===== src/rtl/pe_mac_au.sv =====
// PE arithmetic unit: joins ifmap/weight streams, multiplies signed pairs and accumulates N products per psum.
// Define PSUM_SAT_EN to saturate each accumulate instead of wrapping.
module pe_mac_au #(
  parameter int DWd     = 16,
  parameter int ConfDWd = 4,
  parameter int AccWd   = 2*DWd + ConfDWd
) (
  input  logic               i_clk,
  input  logic               i_rst,
  input  logic [ConfDWd-1:0] i_cont_accLen,
  input  logic               i_cont_start,
  input  logic               i_cont_stall,
  input  logic               i_cont_reset,
  input  logic               i_cont_done,
  input  logic [DWd-1:0]     i_ipix_data,
  input  logic               i_ipix_valid,
  output logic               o_ipix_ready,
  input  logic [DWd-1:0]     i_wpix_data,
  input  logic               i_wpix_valid,
  output logic               o_wpix_ready,
  output logic [AccWd-1:0]   o_psum_data,
  output logic               o_psum_valid,
  input  logic               i_psum_ready
);

  localparam int PrdWd = 2*DWd;
  localparam int CntWd = ConfDWd + 1;

  typedef enum logic [1:0] {S_IDLE, S_ACC, S_DRAIN, S_OUT} state_e;

  state_e                   state_q;
  logic [CntWd-1:0]         len_q;
  logic [CntWd-1:0]         cnt_q;
  logic signed [PrdWd-1:0]  prod_p1_q;
  logic                     vld_p1_q;
  logic signed [AccWd-1:0]  acc_p2_q;
  logic signed [AccWd-1:0]  psum_q;
  logic                     psum_vld_q;

  logic                     rst_all;
  logic                     in_acc;
  logic                     accept;
  logic [CntWd-1:0]         len_cfg_d;
  logic [CntWd-1:0]         cnt_d;
  logic signed [PrdWd-1:0]  ipix_ext;
  logic signed [PrdWd-1:0]  wpix_ext;
  logic signed [PrdWd-1:0]  prod_d;
  logic signed [AccWd-1:0]  acc_sum_d;

  function automatic logic signed [AccWd-1:0] acc_add(
    input logic signed [AccWd-1:0] a,
    input logic signed [PrdWd-1:0] p
  );
`ifdef PSUM_SAT_EN
    logic signed [AccWd:0] s;
    s = $signed({a[AccWd-1], a}) + (AccWd+1)'(p);
    if (s[AccWd] != s[AccWd-1])
      acc_add = s[AccWd] ? {1'b1, {(AccWd-1){1'b0}}} : {1'b0, {(AccWd-1){1'b1}}};
    else
      acc_add = s[AccWd-1:0];
`else
    acc_add = a + AccWd'(p);
`endif
  endfunction

  assign rst_all      = i_rst | i_cont_reset;
  assign in_acc       = (state_q == S_ACC) && !i_cont_stall;
  // A stream is only offered ready when its partner is valid, so pairs are consumed atomically.
  assign o_ipix_ready = in_acc && i_wpix_valid;
  assign o_wpix_ready = in_acc && i_ipix_valid;
  assign accept       = in_acc && i_ipix_valid && i_wpix_valid;

  assign len_cfg_d = (i_cont_accLen == '0) ? {1'b1, {ConfDWd{1'b0}}} : {1'b0, i_cont_accLen};
  assign cnt_d     = cnt_q + CntWd'(1);
  assign ipix_ext  = PrdWd'($signed(i_ipix_data));
  assign wpix_ext  = PrdWd'($signed(i_wpix_data));
  assign prod_d    = ipix_ext * wpix_ext;
  assign acc_sum_d = acc_add(acc_p2_q, prod_p1_q);

  assign o_psum_data  = psum_q;
  assign o_psum_valid = psum_vld_q;

  always_ff @(posedge i_clk) begin
    if (rst_all) begin
      state_q    <= S_IDLE;
      len_q      <= '0;
      cnt_q      <= '0;
      prod_p1_q  <= '0;
      vld_p1_q   <= 1'b0;
      acc_p2_q   <= '0;
      psum_q     <= '0;
      psum_vld_q <= 1'b0;
    end else if (!i_cont_stall) begin
      // p1: register the product of the accepted pair
      vld_p1_q <= accept;
      if (accept) prod_p1_q <= prod_d;
      // p2: fold the registered product into the accumulator
      if (vld_p1_q) acc_p2_q <= acc_sum_d;

      case (state_q)
        S_IDLE: begin
          if (i_cont_start) begin
            state_q  <= S_ACC;
            len_q    <= len_cfg_d;
            cnt_q    <= '0;
            acc_p2_q <= '0;
          end
        end
        S_ACC: begin
          if (i_cont_done) begin
            state_q  <= S_IDLE;
            cnt_q    <= '0;
            vld_p1_q <= 1'b0;
            acc_p2_q <= '0;
          end else if (accept) begin
            cnt_q <= cnt_d;
            if (cnt_d == len_q) state_q <= S_DRAIN;
          end
        end
        S_DRAIN: begin
          if (i_cont_done) begin
            state_q  <= S_IDLE;
            cnt_q    <= '0;
            vld_p1_q <= 1'b0;
            acc_p2_q <= '0;
          end else begin
            state_q    <= S_OUT;
            psum_q     <= acc_sum_d;
            psum_vld_q <= 1'b1;
          end
        end
        S_OUT: begin
          // A finished psum is only released through the handshake, even when done is pending.
          if (i_psum_ready) begin
            psum_vld_q <= 1'b0;
            acc_p2_q   <= '0;
            cnt_q      <= '0;
            state_q    <= i_cont_done ? S_IDLE : S_ACC;
          end
        end
        default: state_q <= S_IDLE;
      endcase
    end
  end

endmodule


===== config.mk =====
export PLATFORM = sky130hd
export DESIGN_NAME = pe_mac_au
export DESIGN_NICKNAME = d
export VERILOG_FILES = /design/src/rtl/pe_mac_au.sv
export SDC_FILE = /design/constraint.sdc
export NUM_CORES = 1
export LEC_CHECK = 0
export CAP_MARGIN = 10
export CORE_MARGIN = 5
export CORE_UTILIZATION = 39
export DETAILED_ROUTE_END_ITERATION = 12
export PLACE_DENSITY = 0.56
export SLEW_MARGIN = 30
export SYNTH_ARGS = -nofsm -noshare
export SYNTH_HDL_FRONTEND = slang
export SYNTH_SLANG_ARGS = --single-unit

===== constraint.sdc =====
create_clock -name i_clk -period 6.75 [get_ports i_clk]
set_input_delay 0.675 -clock i_clk [delete_from_list [all_inputs] [get_ports i_clk]]
set_output_delay 0.675 -clock i_clk [all_outputs]
set_load 0.01 [all_outputs]

==> qor.log <==
[sta] final hold vios 0
[placed_design] total cell area at the placement stage 18,100 sq um
[logic_synthesis] post-synthesis adder-cell area fraction 42.7%
[placed_design] HPWL Detailed 32.5 mm
[cts] post-CTS clock slew at the launch and capture registers of the worst setup and hold paths 0.06 ns
[logic_synthesis] Post-Syn Area per Cell 8.73 sq um
[global_route] initial antenna violation count 0
[floorplan] initial core utilization 39.2%
[power] share of total power in the clock network 9.0%
[power] Power Density 560 nW/um^2
[sta] final clock period utilization by the worst path 94.7%
[drt] wire per inst 15.6 um
[cts] number of buffers inserted during clock tree synthesis 17
[power] relative contribution of combinational cells to total power 84.2%
[placed_design] count of input and output buffers 83
[drt] DRC Markers 0
[logic_synthesis] XOR/XNOR Fraction of Synth Area 3.68%
[critical_path] required time of the critical path 7.05 ns
[logic_synthesis] number of cells produced by synthesis 1,825
[critical_path] Crit. End Element flip-flop
[floorplan] I/O pin count 84
[critical_path] endpoint of the most critical register-to-register path acc_p2_q[32]$_SDFFE_PP0N_
[hold_path] worst min-delay path startpoint o_psum_data[16]$_SDFFE_PP0P_
[logic_synthesis] post-synthesis compound-gate area fraction 11.8%
[placed_design] pre-CTS setup slack -0.145 ns
[power] VDD IR max 827 uV
[logic_synthesis] dominant register cell in the synthesized netlist sky130_fd_sc_hd__dfxtp_1
[critical_path] cell count of the worst reg-to-reg path 12
[drt] violation count after the first detailed-route iteration 492
[floorplan] die area 45,000 sq um
[logic_synthesis] number of distinct standard cells referenced by the synthesized netlist 74
[layout] final design area excluding fillers 18,800 sq um
[critical_path] origin of the critical flop-to-flop path prod_p1_q[0]$_SDFFE_PP0P_
[drt] number of vias after detailed routing 12,600
[critical_path] cell with the largest stage delay on the worst path sky130_fd_sc_hd__fa_1
[logic_synthesis] largest family of logic cells by synthesized area adder cells
[global_route] aggregate global routing overflow 0
[sta] final critical delay including setup and external delays 6.39 ns
[job] count of maximum capacitance violations 0
[cts] maximum number of buffers from clock root to sink 2
[sta] post-route setup slack 0.359 ns
[sta] unrepaired setup endpoints after global routing false
[sta] worst max-slew margin expressed relative to the limit 36.1%
[power] switching power total 4800 uW
[global_route] largest net degree at the start of global routing 60
[floorplan] row cnt 74
[critical_path] kind of critical path in -> reg
[layout] final net count 2,403
[drt] Routed WL 39.3 mm
[sta] Setup Viol. Count Final 0
[logic_synthesis] flip-flop and latch count after synthesis 118
[logic_synthesis] mux share of post-synthesis cell area 0.691%
[drt] vias per inst 5.02
[cts] clock tree from TritonCTS yes
[global_route] wire length of the first global-routing pass 66.8 mm
[layout] count of antenna diodes in the layout 0
[drt] iteration count of the initial detailed-routing pass 5
[hold_path] cell depth of the worst min-delay path 2
[sta] total count of max-transition violations in the final report 0
[drt] antenna-violating nets left 0
[hold_path] class of the tightest hold or removal check reg -> reg
[layout] area used by multi-input combinational logic 12,200 sq um
[cts] CTS root buf sky130_fd_sc_hd__clkbuf_16
[cts] clock insertion delay at the later pin of the skew report 0.42 ns
[logic_synthesis] Yosys warning count 0
[critical_path] delay contributed by the slowest stage of the critical path 0.53 ns
[layout] fill cell instance count of the final layout 3,986
[power] internal power 5690 uW
[layout] fraction of final layout cells with drive strength greater than 1 9.42%
[sta] Worst Clk Skew 0.00923 ns
[sta] fmax 156 MHz
[critical_path] arrival time reported for the critical path endpoint 6.69 ns
[critical_path] cell-by-cell listing of the critical path clkdlybuf4s50_1 -> buf_4 -> buf_4 -> nand2_1 -> fa_1 -> fa_1 -> fa_1 -> inv_1 -> fa_1 -> fa_1 -> inv_1 -> fa_1 -> inv_1 -> ha_1 -> nand3_1 -> a31oi_1 -> a31o_2 -> a221oi_4 -> nor4bb_1 -> o21ai_0 -> a21oi_1 -> mux2i_1 -> nand3_1
[critical_path] crit start category primary input
[cts] # clock sinks 118
[layout] post-route core utilization 46.1%
[logic_synthesis] fraction of registers with async set or reset after synthesis 0%
[floorplan] Core Box Area 40,600 sq um
[power] fraction of power consumed by sequential logic 6.7%
[floorplan] die width 212 um
[layout] footprint of the flip-flops and latches 2360 sq um
[critical_path] worst setup slack for register-to-register paths 3.55 ns
[power] leakage power 0.00885 uW
[logic_synthesis] syn_nets 2,256
[placed_design] Routability Congestion 0.866
[critical_path] cell with the most instances on the worst path sky130_fd_sc_hd__fa_1
[power] share of total power consumed by net switching 45.8%
[critical_path] worst-path fanout max 6
[hold_path] Endpoint, Worst Hold o_psum_data[16]$_SDFFE_PP0P_
[sta] Slew @ Worst Pin 0.951 ns
[global_route] vias in the first global route 13,600
[logic_synthesis] number of flops mapped to enable cells by yosys 0
[outcome] run status completed
[cts] CTS H-Tree Depth 4
[floorplan] Chip Height 212 um
[layout] synth-to-layout area growth 17.7%
[logic_synthesis] netlist area before placement 15,900 sq um
[layout] final std cells w/o fill 2,517
[logic_synthesis] register area share after synthesis 14.8%
[logic_synthesis] fraction of the mapped netlist area in simple logic gates 17.6%
[global_route] global-route total usage across every layer 18.2%
[placed_design] number of cells after detailed placement 2,485
[flip-flops by register name, indices dropped and copies added, names as in the netlist]
register and count:
prod_p1_q 32, acc_p2_q 36, state_q 2, o_psum_valid 1, cnt_q 5, o_psum_data 36, len_q 5, vld_p1_q 1
[cell usage after synthesis (15+ instances only)]
cell type,n,area (sq um)
sky130_fd_sc_hd__inv_1,295,1110
sky130_fd_sc_hd__fa_1,263,5270
sky130_fd_sc_hd__nand2_1,254,953
sky130_fd_sc_hd__and2_1,126,788
sky130_fd_sc_hd__ha_1,123,1540
sky130_fd_sc_hd__dfxtp_1,118,2360
sky130_fd_sc_hd__a21oi_1,107,536
sky130_fd_sc_hd__nor2_1,101,379
sky130_fd_sc_hd__clkbuf_1,69,259
sky130_fd_sc_hd__xnor2_1,48,420
sky130_fd_sc_hd__o21ai_0,37,185
sky130_fd_sc_hd__a21o_1,25,188
sky130_fd_sc_hd__a22oi_1,22,165
sky130_fd_sc_hd__nand3_1,22,110
sky130_fd_sc_hd__xor2_1,19,166
sky130_fd_sc_hd__nor3_1,18,90.1
sky130_fd_sc_hd__nand2b_1,15,93.8
[area by class of cell]
class | count | area share, %
Clock buffer | 20 | 2.49
Clock inverter | 12 | 0.807
Inverter | 295 | 5.91
Multi-Input combinational cell | 1337 | 65.2
Sequential cell | 118 | 12.6
Tap cell | 532 | 3.55
Timing Repair Buffer | 203 | 9.45
[worst max-delay path, delay by kind of cell]
| kind | cells | cell delay [ns] |
|---|---|---|
| AND/OR/NAND/NOR | 4 | 0.68 |
| buffers and inverters | 6 | 0.89 |
| adder cells (fa/ha/maj) | 7 | 3.34 |
| multiplexers | 1 | 0.20 |
| AO/OA/AOI/OAI | 5 | 0.90 |
[routing by layer]
metal / global-route usage (%) / wire length, um / up-vias
met5: 0 / 0 / -
met4: 4.31 / 810 / 0
met3: 1.59 / 900 / 57
met2: 33.6 / 20600 / 165
met1: 23.3 / 17000 / 6341
li1: - / - / 6064
[how the worst max path moves through the flow]
stage	start	end	slack, ns
after floorplan	i_ipix_data[15]	prod_p1_q[31]$_SDFFE_PP0P_	0.57
after global placement	i_ipix_data[7]	prod_p1_q[24]$_SDFFE_PP0P_	-0.11
after detailed placement	i_ipix_data[6]	prod_p1_q[24]$_SDFFE_PP0P_	-0.14
after CTS	i_ipix_data[6]	prod_p1_q[24]$_SDFFE_PP0P_	0.28
after global routing	i_wpix_data[1]	prod_p1_q[31]$_SDFFE_PP0P_	0.01
final	i_wpix_data[1]	prod_p1_q[30]$_SDFFE_PP0P_	0.36
[power by group through the flow]
stage,Sequential (uW),Combinational [uW],Clock (uW)
final,707,8840,948
after floorplan,720,6140,0
after CTS,707,8920,962
after global routing,707,10200,994
after detailed placement,722,8870,0
after global placement,722,8770,0
[metrics by stage]
step / total power, uW / hold WS, ns / TNS [ns]
2_1_floorplan: 6860 / 0.436 / 0
3_3_place_gp: 9490 / 0.446 / -0.370
3_5_place_dp: 9590 / 0.450 / -0.646
4_1_cts: 10600 / 0.458 / 0
5_1_grt: 11900 / 0.469 / 0
6_report: 10500 / 0.455 / 0
[repair_timing]
item,in CTS,in global routing
setup endpoints to repair,0,6
gates resized for setup,0,11
setup buffers,0,0
hold buffers,0,0
[layout by cell type (no fill, tap or decap), types with 4 or more instances in the layout]
cell type	instances
sky130_fd_sc_hd__clkbuf_16	17
sky130_fd_sc_hd__nor2b_1	8
sky130_fd_sc_hd__and2_1	125
sky130_fd_sc_hd__a22oi_1	22
sky130_fd_sc_hd__clkinvlp_4	5
sky130_fd_sc_hd__o21bai_1	7
sky130_fd_sc_hd__xnor2_1	48
sky130_fd_sc_hd__nand2_1	254
sky130_fd_sc_hd__nand4_1	9
sky130_fd_sc_hd__nor3_1	18
sky130_fd_sc_hd__a21o_1	25
sky130_fd_sc_hd__o21ai_1	5
sky130_fd_sc_hd__nand3b_1	4
sky130_fd_sc_hd__o211ai_1	5
sky130_fd_sc_hd__o21a_1	12
sky130_fd_sc_hd__nor2_1	100
sky130_fd_sc_hd__dfxtp_1	118
sky130_fd_sc_hd__buf_4	118
sky130_fd_sc_hd__inv_1	295
sky130_fd_sc_hd__ha_1	123
sky130_fd_sc_hd__xor2_1	19
sky130_fd_sc_hd__o21ai_0	36
sky130_fd_sc_hd__and3_1	4
sky130_fd_sc_hd__clkdlybuf4s50_1	77
sky130_fd_sc_hd__a31oi_1	10
sky130_fd_sc_hd__dlymetal6s2s_1	6
sky130_fd_sc_hd__nand2b_1	15
sky130_fd_sc_hd__a21oi_1	106
sky130_fd_sc_hd__a32o_1	5
sky130_fd_sc_hd__mux2i_1	11
sky130_fd_sc_hd__or3_1	6
sky130_fd_sc_hd__nand3_1	22
sky130_fd_sc_hd__fa_1	263
sky130_fd_sc_hd__a211oi_1	9
[cells by family (layout without fill, tap and decap cells)]
family                     Yosys count  after routing
and+or+nand+nor                    590            590
adders and majority gates          386            386
buffers and inverters              370            530
AOI/OAI and AO/OA                  283            283
DFF                                118            118
xor gates and xnor gates            67             67
muxes                               11             11
No activity file was read; power rests on OpenSTA's default activity.
